===== src/rtl/vga_sprite_reader.sv =====
// Double-buffered sprite line reader: fetches the next scanline's 32 sprite words from RAM
// while the current line is drawn. Optional macro SPRITE_MIRROR_EN adds the mirror_x input.
module vga_sprite_reader #(
   parameter logic [15:0] TRANSPARENT_KEY = 16'hF81F,
   parameter int          WORDS_PER_LINE  = 32
) (
   input  logic        clk,
   input  logic        reset_n,
   input  logic        line_start,
   input  logic [9:0]  draw_y,
   input  logic [9:0]  draw_x,
   input  logic [9:0]  sprite_x,
   input  logic [9:0]  sprite_y,
   input  logic        frame_sel,
   input  logic        enable,
`ifdef SPRITE_MIRROR_EN
   input  logic        mirror_x,
`endif
   output logic [10:0] mem_address,
   output logic        mem_chipselect,
   input  logic [15:0] mem_readdata,
   output logic [15:0] pix_color,
   output logic        pix_valid,
   output logic        busy,
   output logic        overrun,
   input  logic        overrun_clr
);

   localparam int              COL_W    = $clog2(WORDS_PER_LINE);
   localparam logic [COL_W-1:0] LAST_COL = COL_W'(WORDS_PER_LINE - 1);
   localparam logic [9:0]       LINE_LEN = 10'(WORDS_PER_LINE);

   typedef enum logic [1:0] {IDLE, FETCH, DRAIN} state_t;

   state_t             state, next_state;
   logic [COL_W-1:0]   col;
   logic [COL_W-1:0]   fetch_row;
   logic               fetch_frame;
   logic [COL_W-1:0]   addr_col;
   logic [9:0]         next_row;
   logic               start_ok;
   logic               abort;

   logic               front_sel;
   logic               front_hit, back_hit;
   logic [9:0]         front_x, back_x;

   logic               cap_valid;
   logic               cap_sel;
   logic [COL_W-1:0]   cap_col;
   logic [15:0]        line_buf [2][WORDS_PER_LINE];

   logic [9:0]         pix_col;
   logic [15:0]        front_word;
   logic               opaque;

   assign next_row = draw_y + 10'd1 - sprite_y;
   assign start_ok = enable && (next_row < LINE_LEN);
   assign abort    = line_start && (state != IDLE);
   assign busy     = (state != IDLE);

`ifdef SPRITE_MIRROR_EN
   logic fetch_mirror;

   always_ff @(posedge clk or negedge reset_n) begin
      if (!reset_n)        fetch_mirror <= 1'b0;
      else if (line_start) fetch_mirror <= mirror_x;
   end

   // The line is stored in fetch order, so reversing the RAM column mirrors the drawn sprite.
   assign addr_col = fetch_mirror ? ~col : col;
`else
   assign addr_col = col;
`endif

   // NOTE: state registers use non-blocking (<=) so every flop samples pre-edge values.
   always_ff @(posedge clk or negedge reset_n) begin
      if (!reset_n) state <= IDLE;
      else          state <= next_state;
   end

   // NOTE: every output of this block gets a default first, so no latch can be inferred.
   always_comb begin
      next_state     = state;
      mem_chipselect = 1'b0;
      mem_address    = '0;
      unique case (state)
         IDLE: begin
            if (line_start && start_ok) next_state = FETCH;
         end
         FETCH: begin
            mem_chipselect = 1'b1;
            mem_address    = {fetch_frame, fetch_row, addr_col};
            if (line_start)             next_state = start_ok ? FETCH : IDLE;
            else if (col == LAST_COL)   next_state = DRAIN;
         end
         DRAIN: begin
            next_state = (line_start && start_ok) ? FETCH : IDLE;
         end
         default: next_state = IDLE;
      endcase
   end

   // Line bookkeeping: a new line swaps the buffers; an unfinished back buffer carries hit=0 forward.
   always_ff @(posedge clk or negedge reset_n) begin
      if (!reset_n) begin
         col         <= '0;
         fetch_row   <= '0;
         fetch_frame <= 1'b0;
         front_sel   <= 1'b0;
         front_hit   <= 1'b0;
         back_hit    <= 1'b0;
         front_x     <= '0;
         back_x      <= '0;
      end else if (line_start) begin
         col         <= '0;
         fetch_row   <= next_row[COL_W-1:0];
         fetch_frame <= frame_sel;
         front_sel   <= ~front_sel;
         front_hit   <= back_hit;
         back_hit    <= 1'b0;
         front_x     <= back_x;
         back_x      <= sprite_x;
      end else begin
         if (state == FETCH) col      <= col + 1'b1;
         if (state == DRAIN) back_hit <= 1'b1;
      end
   end

   // Read data arrives one cycle after its address; remember where it belongs.
   always_ff @(posedge clk or negedge reset_n) begin
      if (!reset_n) begin
         cap_valid <= 1'b0;
         cap_sel   <= 1'b0;
         cap_col   <= '0;
      end else begin
         cap_valid <= (state == FETCH) && !line_start;
         cap_sel   <= ~front_sel;
         cap_col   <= col;
      end
   end

   // NOTE: buffer storage is deliberately not reset; hit flags gate every read of stale data.
   always_ff @(posedge clk) begin
      if (cap_valid) line_buf[cap_sel][cap_col] <= mem_readdata;
   end

   always_ff @(posedge clk or negedge reset_n) begin
      if (!reset_n)         overrun <= 1'b0;
      else if (abort)       overrun <= 1'b1;
      else if (overrun_clr) overrun <= 1'b0;
   end

   assign pix_col    = draw_x - front_x;
   assign front_word = line_buf[front_sel][pix_col[COL_W-1:0]];
   assign opaque     = front_hit && (pix_col < LINE_LEN) &&
                       (front_word != TRANSPARENT_KEY) && enable;

   always_ff @(posedge clk or negedge reset_n) begin
      if (!reset_n) begin
         pix_valid <= 1'b0;
         pix_color <= '0;
      end else begin
         pix_valid <= opaque;
         pix_color <= opaque ? front_word : 16'h0000;
      end
   end

endmodule


===== config.mk =====
export PLATFORM = sky130hd
export DESIGN_NAME = vga_sprite_reader
export DESIGN_NICKNAME = d
export VERILOG_FILES = /design/src/rtl/vga_sprite_reader.sv
export SDC_FILE = /design/constraint.sdc
export NUM_CORES = 1
export LEC_CHECK = 0
export CAP_MARGIN = 20
export CORE_MARGIN = 4
export CORE_UTILIZATION = 25
export CTS_CLUSTER_DIAMETER = 200
export DETAILED_ROUTE_END_ITERATION = 12
export PLACE_DENSITY = 0.38
export SYNTH_ARGS = -nofsm -noshare
export SYNTH_HDL_FRONTEND = slang
export SYNTH_SLANG_ARGS = --single-unit

===== constraint.sdc =====
create_clock -name clk -period 3.5 [get_ports clk]
set_input_delay 0.35 -clock clk [delete_from_list [all_inputs] [get_ports clk]]
set_output_delay 0.35 -clock clk [all_outputs]
set_load 0.05 [all_outputs]

## Word-level counts from Yosys, hierarchy flattened

Memory sizes are Yosys's and may differ from the RTL's.
Index checks and enable logic that the tools add are counted.

| storage, ports and cells | value |
|---|---|
| bits in registers | 61 |
| RAM bits | 1024 |
| output and inout port bits | 31 |
| word-level logic and storage cells | 71 |
| memories kept | 1 |

Memories:

| memory | depth | width | rd ports | clocked after memory_dff | wr ports | line | text |
|---|---|---|---|---|---|---|---|
| line_buf | 2 | 512 | 1 | 0 | 1 | 51 | `logic [15:0] line_buf [2][WORDS_PER_LINE];` |

| operators by class | value |
|---|---|
| $add $sub $neg | 4 |
| order comparisons | 5 |
| equality and inequality tests | 6 |
| mux-type cells | 22 |
| bitwise gates (word level) | 3 |
| reductions and logical operators | 15 |

Operator list:

| cell | number |
|---|---|
| two-way mux 512 bit | 1 |
| binary-select mux 16 bit (select 5 bit) | 1 |
| demux 16 bit (select 5 bit) | 1 |
| two-way mux 16 bit | 4 |
| < comparator 10 x 6 -> 1 bit (second input constant) | 2 |
| subtractor 10 bit | 2 |
| inequality test 16 bit (second input constant) | 1 |
| >= comparator 6 bit (second input constant) | 2 |
| inverter 5 -> 6 bit | 2 |
| two-way mux 11 bit | 1 |
| adder 10 x 1 -> 10 bit (second input constant) | 1 |
| two-way mux 5 bit | 2 |
| logical AND 1 bit | 8 |
| two-way mux 1 bit | 8 |
| nonzero test 2 bit | 4 |
| < comparator 6 x 1 -> 1 bit (second input constant) | 1 |
| two-way mux 2 bit | 3 |
| one-hot mux 2 bit (3 select lines) | 1 |
| adder 5 x 1 -> 5 bit (second input constant) | 1 |
| == test 5 bit (second input constant) | 1 |
| inequality test 3 bit (second input constant) | 1 |
| == test 2 x 1 -> 1 bit (second input constant) | 1 |
| == test 2 bit (second input constant) | 1 |
| logical NOT 2 bit | 1 |
| other kinds (4) | 4 |

## Depth between registers and ports, before layout

| depth | value |
|---|---|
| word-level depth | 9 |
| depth in mapped cells | 17 |
| gate-level depth less buffers | 13 |

## Worst setup path before layout

OpenSTA, ideal clock, no wires.

| path | value |
|---|---|
| kind | input port to flip-flop |
| start point | in draw_x[0] |
| end point | reg pix_color[1] |
| data arrival time | 3.417 ns |
| required time | 3.396 ns |
| path slack | -0.021 ns |
| stages on the path | 14 |
| cells stage by stage | inv_1 > ha_1 > inv_1 > fa_1 > clkbuf_1 > buf_2 > clkbuf_1 > mux4_2 > mux4_2 > mux2i_1 > o21ai_0 > and4b_4 > buf_6 > a221oi_1 |

| on the way | value |
|---|---|
| cells in the longest elaborated chain, start to end | 9 |

RTL lines:

| element | line | text |
|---|---|---|
| start, declared | 11 | `input logic [9:0] draw_x,` |
| subtractor 10 bit * | 154 | `assign pix_col = draw_x - front_x;` |
| inverter 5 -> 6 bit (implied by the code) | 155 | `assign front_word = line_buf[front_sel][pix_col[COL_W-1:0]];` |
| binary-select mux 16 bit (select 5 bit) | 155 |  |
| two-way mux 16 bit (implied by the code) (2 in a row) | 155 |  |
| inequality test 16 bit | 157 | `(front_word != TRANSPARENT_KEY) && enable;` |
| logical AND 1 bit | 156 | `assign opaque = front_hit && (pix_col < LINE_LEN) &&` |
| logical AND 1 bit | 157 |  |
| two-way mux 16 bit * | 165 | `pix_color <= opaque ? front_word : 16'h0000;` |
| end signal, assigned | 165 |  |
| end, declared | 22 | `output logic [15:0] pix_color,` |

Every way passes the cells marked *; elsewhere a longest branch is shown, timed or not. The select of a mux whose other input is x is not followed.
A chain may end at the register's enable or synchronous reset.

## Worst setup path after layout

| path | value |
|---|---|
| start point | reg front_x[0] |
| end point | reg pix_color[1] |

| on the way | value |
|---|---|
| cells in the longest elaborated chain, start to end | 9 |

RTL lines:

| element | line | text |
|---|---|---|
| start, declared | 46 | `logic [9:0] front_x, back_x;` |
| start signal, assigned | 122 | `front_x <= back_x;` |
| subtractor 10 bit * | 154 |  |
| inverter 5 -> 6 bit (implied by the code) | 155 |  |
| binary-select mux 16 bit (select 5 bit) | 155 |  |
| two-way mux 16 bit (implied by the code) (2 in a row) | 155 |  |
| inequality test 16 bit | 157 |  |
| logical AND 1 bit | 156 |  |
| logical AND 1 bit | 157 |  |
| two-way mux 16 bit * | 165 |  |

Marked as above.

==> reports/qor.yml <==
global_routing:
  grt_pass1_wl_um: 185000
  grt_start_max_net_pins: 65
  grtUsageMet1: 0.204
  grt_usage: 0.147
  busiest_layer: "met2"
  antenna_found_initial: 21
  grt-ovfl-total: 0
  use_met3: 0.0212
  met2_usage: 0.242
  grt_pass1_vias: 22900
floorplanning:
  ios: 93
  die_w_um: 423
  coreArea_mm2: 0.170
  start_util: 0.253
  die_h_um: 423
  die_area_mm2: 0.179
  rows: 151
synthesis:
  synth_top_family_by_area: "multiplexers"
  synth_enable_flop_cells: 1024
  yosys_warnings: 0
  synth_area_per_cell_um2: 20.9
  synth_compound_area_frac: 0.0245
  synth_xor_area_frac: 0.00343
  yosys.area_share.simple: 0.0288
  syn-num-nets: 2149
  muxShareOfSynthArea: 0.164
  synth_top_area_share: 0.715
  synthTopCellsByArea: "edfxtp_1 71%, mux4_2 13%, dfrtp_1 3.5%"
  ys_ff_latch: 1085
  synth_fa_ha_area_frac: 0.00907
  synthCells: 2057
  yosysSeqAreaShare: 0.750
  ys_types: 74
  yosysTopAreaCell: "edfxtp_1"
  synthArstFlopShare: 0.0562
  ys.flop_type: "edfxtp_1"
  syn_area_mm2: 0.0430
critical_path:
  crit_arrival_ns: 4.46
  critPathRequiredTime_ns: 4.12
  rr_worst_depth: 14
  cp-start-kind: "flip-flop"
  ff2ff_setup_slack_ns: -0.34
  path_cells: "ha_4, inv_2, fa_4, buf_4, buf_12, mux4_2, mux2i_4, buf_4, mux4_2, mux2_2, nand4_1, nor4_4, buf_12, a221oi_1"
  crit_type: "reg -> reg"
  reg2reg_from: "front_x[0]"
  crit_path_end_kind: "flip-flop"
  critPathMaxStageDelay_ns: 0.94
  r2r-end: "pix_color[1]"
  crit_path_max_fanout: 15
  critPathSlowestCell: "fa_4"
power:
  p_clk_frac: 0.343
  vdd_drop_max_mv: 0.445
  comb_power_share: 0.261
  p_leak_nw: 17.5
  p_int_mw: 25.8
  sequentialPowerShare: 0.396
  switchingPower_mw: 10.3
  switching_share: 0.285
  p_per_area_mw_per_mm2: 680
drt:
  route.detailed.drc: 0
  first_iter_violations: 1752
  dr_total_vias: 22000
  drt-total-wl_um: 133000
  dr.pass1.iters: 5
  ant_nets: 0
  routedWlPerCell_um: 27.1
  viasPerCell: 4.51
cells_and_area:
  post-route-util: 0.312
  fin_nets: 2567
  layout_common_cells: "1024 x edfxtp_1, 264 x buf_4, 249 x mux4_2"
  final_layout_size_suffix_gt1_frac: 0.340
  fill_cells: 16400
  area_delta_synth_final_pct: 23.5
  final_common_cell: "edfxtp_1"
cts:
  cts_tree: "done"
  cts_sinks: 1085
  cts_buffers: 119
  htreeDepth: 3
  clk_pin_slew_ns: 0.06
  clockRootBuffer: "clkbuf_16"
  cts_max_path_buffers: 3
  clkLatencyLatePin_ns: 0.75
sta:
  slew-limit-headroom: 0.239
  max_freq_mhz: 260
  fin_ws_ns: -0.341
  skew_ns: 0.0472
  layout_min_cycle_time_ns: 3.84
  maxSlewViolCount: 0
  tightest_slew_ns: 1.14
  fin_setup_tns_ns: -3.65
  finalSetupViolations: 11
  rsz0062_at_grt: "true"
  hold_viol: 0
  post-route-period-util: 1.10
min_path:
  worstHoldStart: "mem_readdata[10]"
  hold_end: "line_buf[1][506]"
  hold_class: "in -> reg"
  whs_path_depth: 1
place:
  place.gp.congestion: 0.862
  hpwlAfterDp_um: 89000
  portBuffers: 92
outcome:
  violations: "negative setup slack"
  outcome: "finished, violations left"
flow_run:
  maxCapViolations: 0
==> cells by family (layout without fill, tap and decap cells) <==
logic type	after synthesis	count (layout)
AOI/OAI and AO/OA	142	142
xor gates and xnor gates	16	16
adders and majority gates	30	30
buffers and inverters	141	665
DFF	1085	1085
muxes	377	377
other	0	9
and+or+nand+nor	266	266
==> what timing repair did <==
action | 4_1_cts | 5_1_grt
hold buffers | 3 | 1
pin swaps | 3 | 4
setup endpoints to repair | 12 | 15
gates cloned | 1 | 0
resized for setup | 11 | 22
endpoints found under the hold margin | 63 | 8
buffers inserted | 5 | 3
==> per-layer routing <==
| metal | vias up | routed length [µm] | share of wire |
|---|---|---|---|
| li1 | 9367 | - | - |
| met1 | 12000 | 60000 | 0.45 |
| met2 | 543 | 63900 | 0.48 |
| met3 | 156 | 5670 | 0.043 |
| met4 | 0 | 3020 | 0.023 |
| met5 | - | 0 | 0 |
==> sequential cells by signal, indices dropped and copies added, names as in the netlist <==
signal       flops
overrun          1
back_hit         1
pix_color       16
fetch_frame      1
front_sel        1
front_hit        1
addr_col         5
line_buf      1024
fetch_row        5
cap_valid        1
front_x         10
state            2
pix_valid        1
cap_col          5
cap_sel          1
back_x          10
==> power by group through the flow <==
| stage | clock network, mW | logic (mW) | registers, mW |
|---|---|---|---|
| final | 12.4 | 9.42 | 14.3 |
| after global placement | 0 | 9.37 | 14.6 |
| after CTS | 12.8 | 9.51 | 14.3 |
| after detailed placement | 0 | 9.34 | 14.6 |
| after global routing | 13.4 | 9.99 | 14.3 |
| after floorplan | 0 | 5.23 | 14.6 |
==> metrics by stage <==
step           total power [mW]  cells  cell area, µm²  worst slack, ns  hold slack, ns
6_report                   36.1   4885           53100           -0.341          0.0914
2_1_floorplan              19.8   2057           43000            0.102          0.0544
4_1_cts                    36.6   4868           52900           -0.431           0.142
3_3_place_gp               23.9   4631           48800            -1.37           0.423
5_1_grt                    37.7   4876           53100           -0.434          0.0654
3_5_place_dp               23.9   4632           48800            -1.26           0.426
==> worst max-delay path by stage <==
stage	slack (ns)	to	depth (start not counted)	start
after floorplan	0.10	pix_color[12]	14	draw_x[0]
after global routing	-0.43	pix_color[15]	12	front_x[0]
after CTS	-0.43	pix_color[1]	13	front_x[0]
after global placement	-1.37	pix_color[1]	14	draw_x[0]
final	-0.34	pix_color[1]	14	front_x[0]
after detailed placement	-1.26	pix_color[1]	14	draw_x[0]
==> cell usage after synthesis (all sizes together), types with 3 or more instances <==
library cell,n
xnor2,8
nor2,103
ha,28
nand4,12
nor3,7
inv,35
mux4,256
o21ai,27
buf,80
a221o,5
mux2,27
nand2,73
and3,5
nor2b,7
o31ai,4
o21bai,3
and2,18
a221oi,23
a21oi,21
xor2,8
nor4,7
o21a,5
edfxtp,1024
o311ai,3
o32ai,3
a21o,3
dfrtp,61
a211oi,12
nand3b,4
o211ai,3
nand3,17
a22oi,5
a31oi,6
or2,3
mux2i,94
clkbuf,26
==> critical path, delay by kind of cell, from the launching register on <==
kind	cells	cell delay [ns]
compound gates	1	0.07
fa+ha+maj	2	1.10
simple gates	2	0.49
flops	1	0.41
mux	4	0.93
buf+inv	5	0.69
==> area by class of cell <==
| cell class | count | area [µm²] | share of cell area |
|---|---|---|---|
| diodes | 9 | 22.5 | 0.000424 |
| clock buffers | 152 | 3160 | 0.0595 |
| clock inverters | 75 | 723 | 0.0136 |
| inverters | 35 | 131 | 0.00247 |
| multi-input cells | 831 | 10200 | 0.192 |
| flip-flops and latches | 1085 | 32300 | 0.608 |
| well taps | 2295 | 2870 | 0.0541 |
| repair buffers | 403 | 3730 | 0.0702 |
No activity file was read; power rests on OpenSTA's default activity.
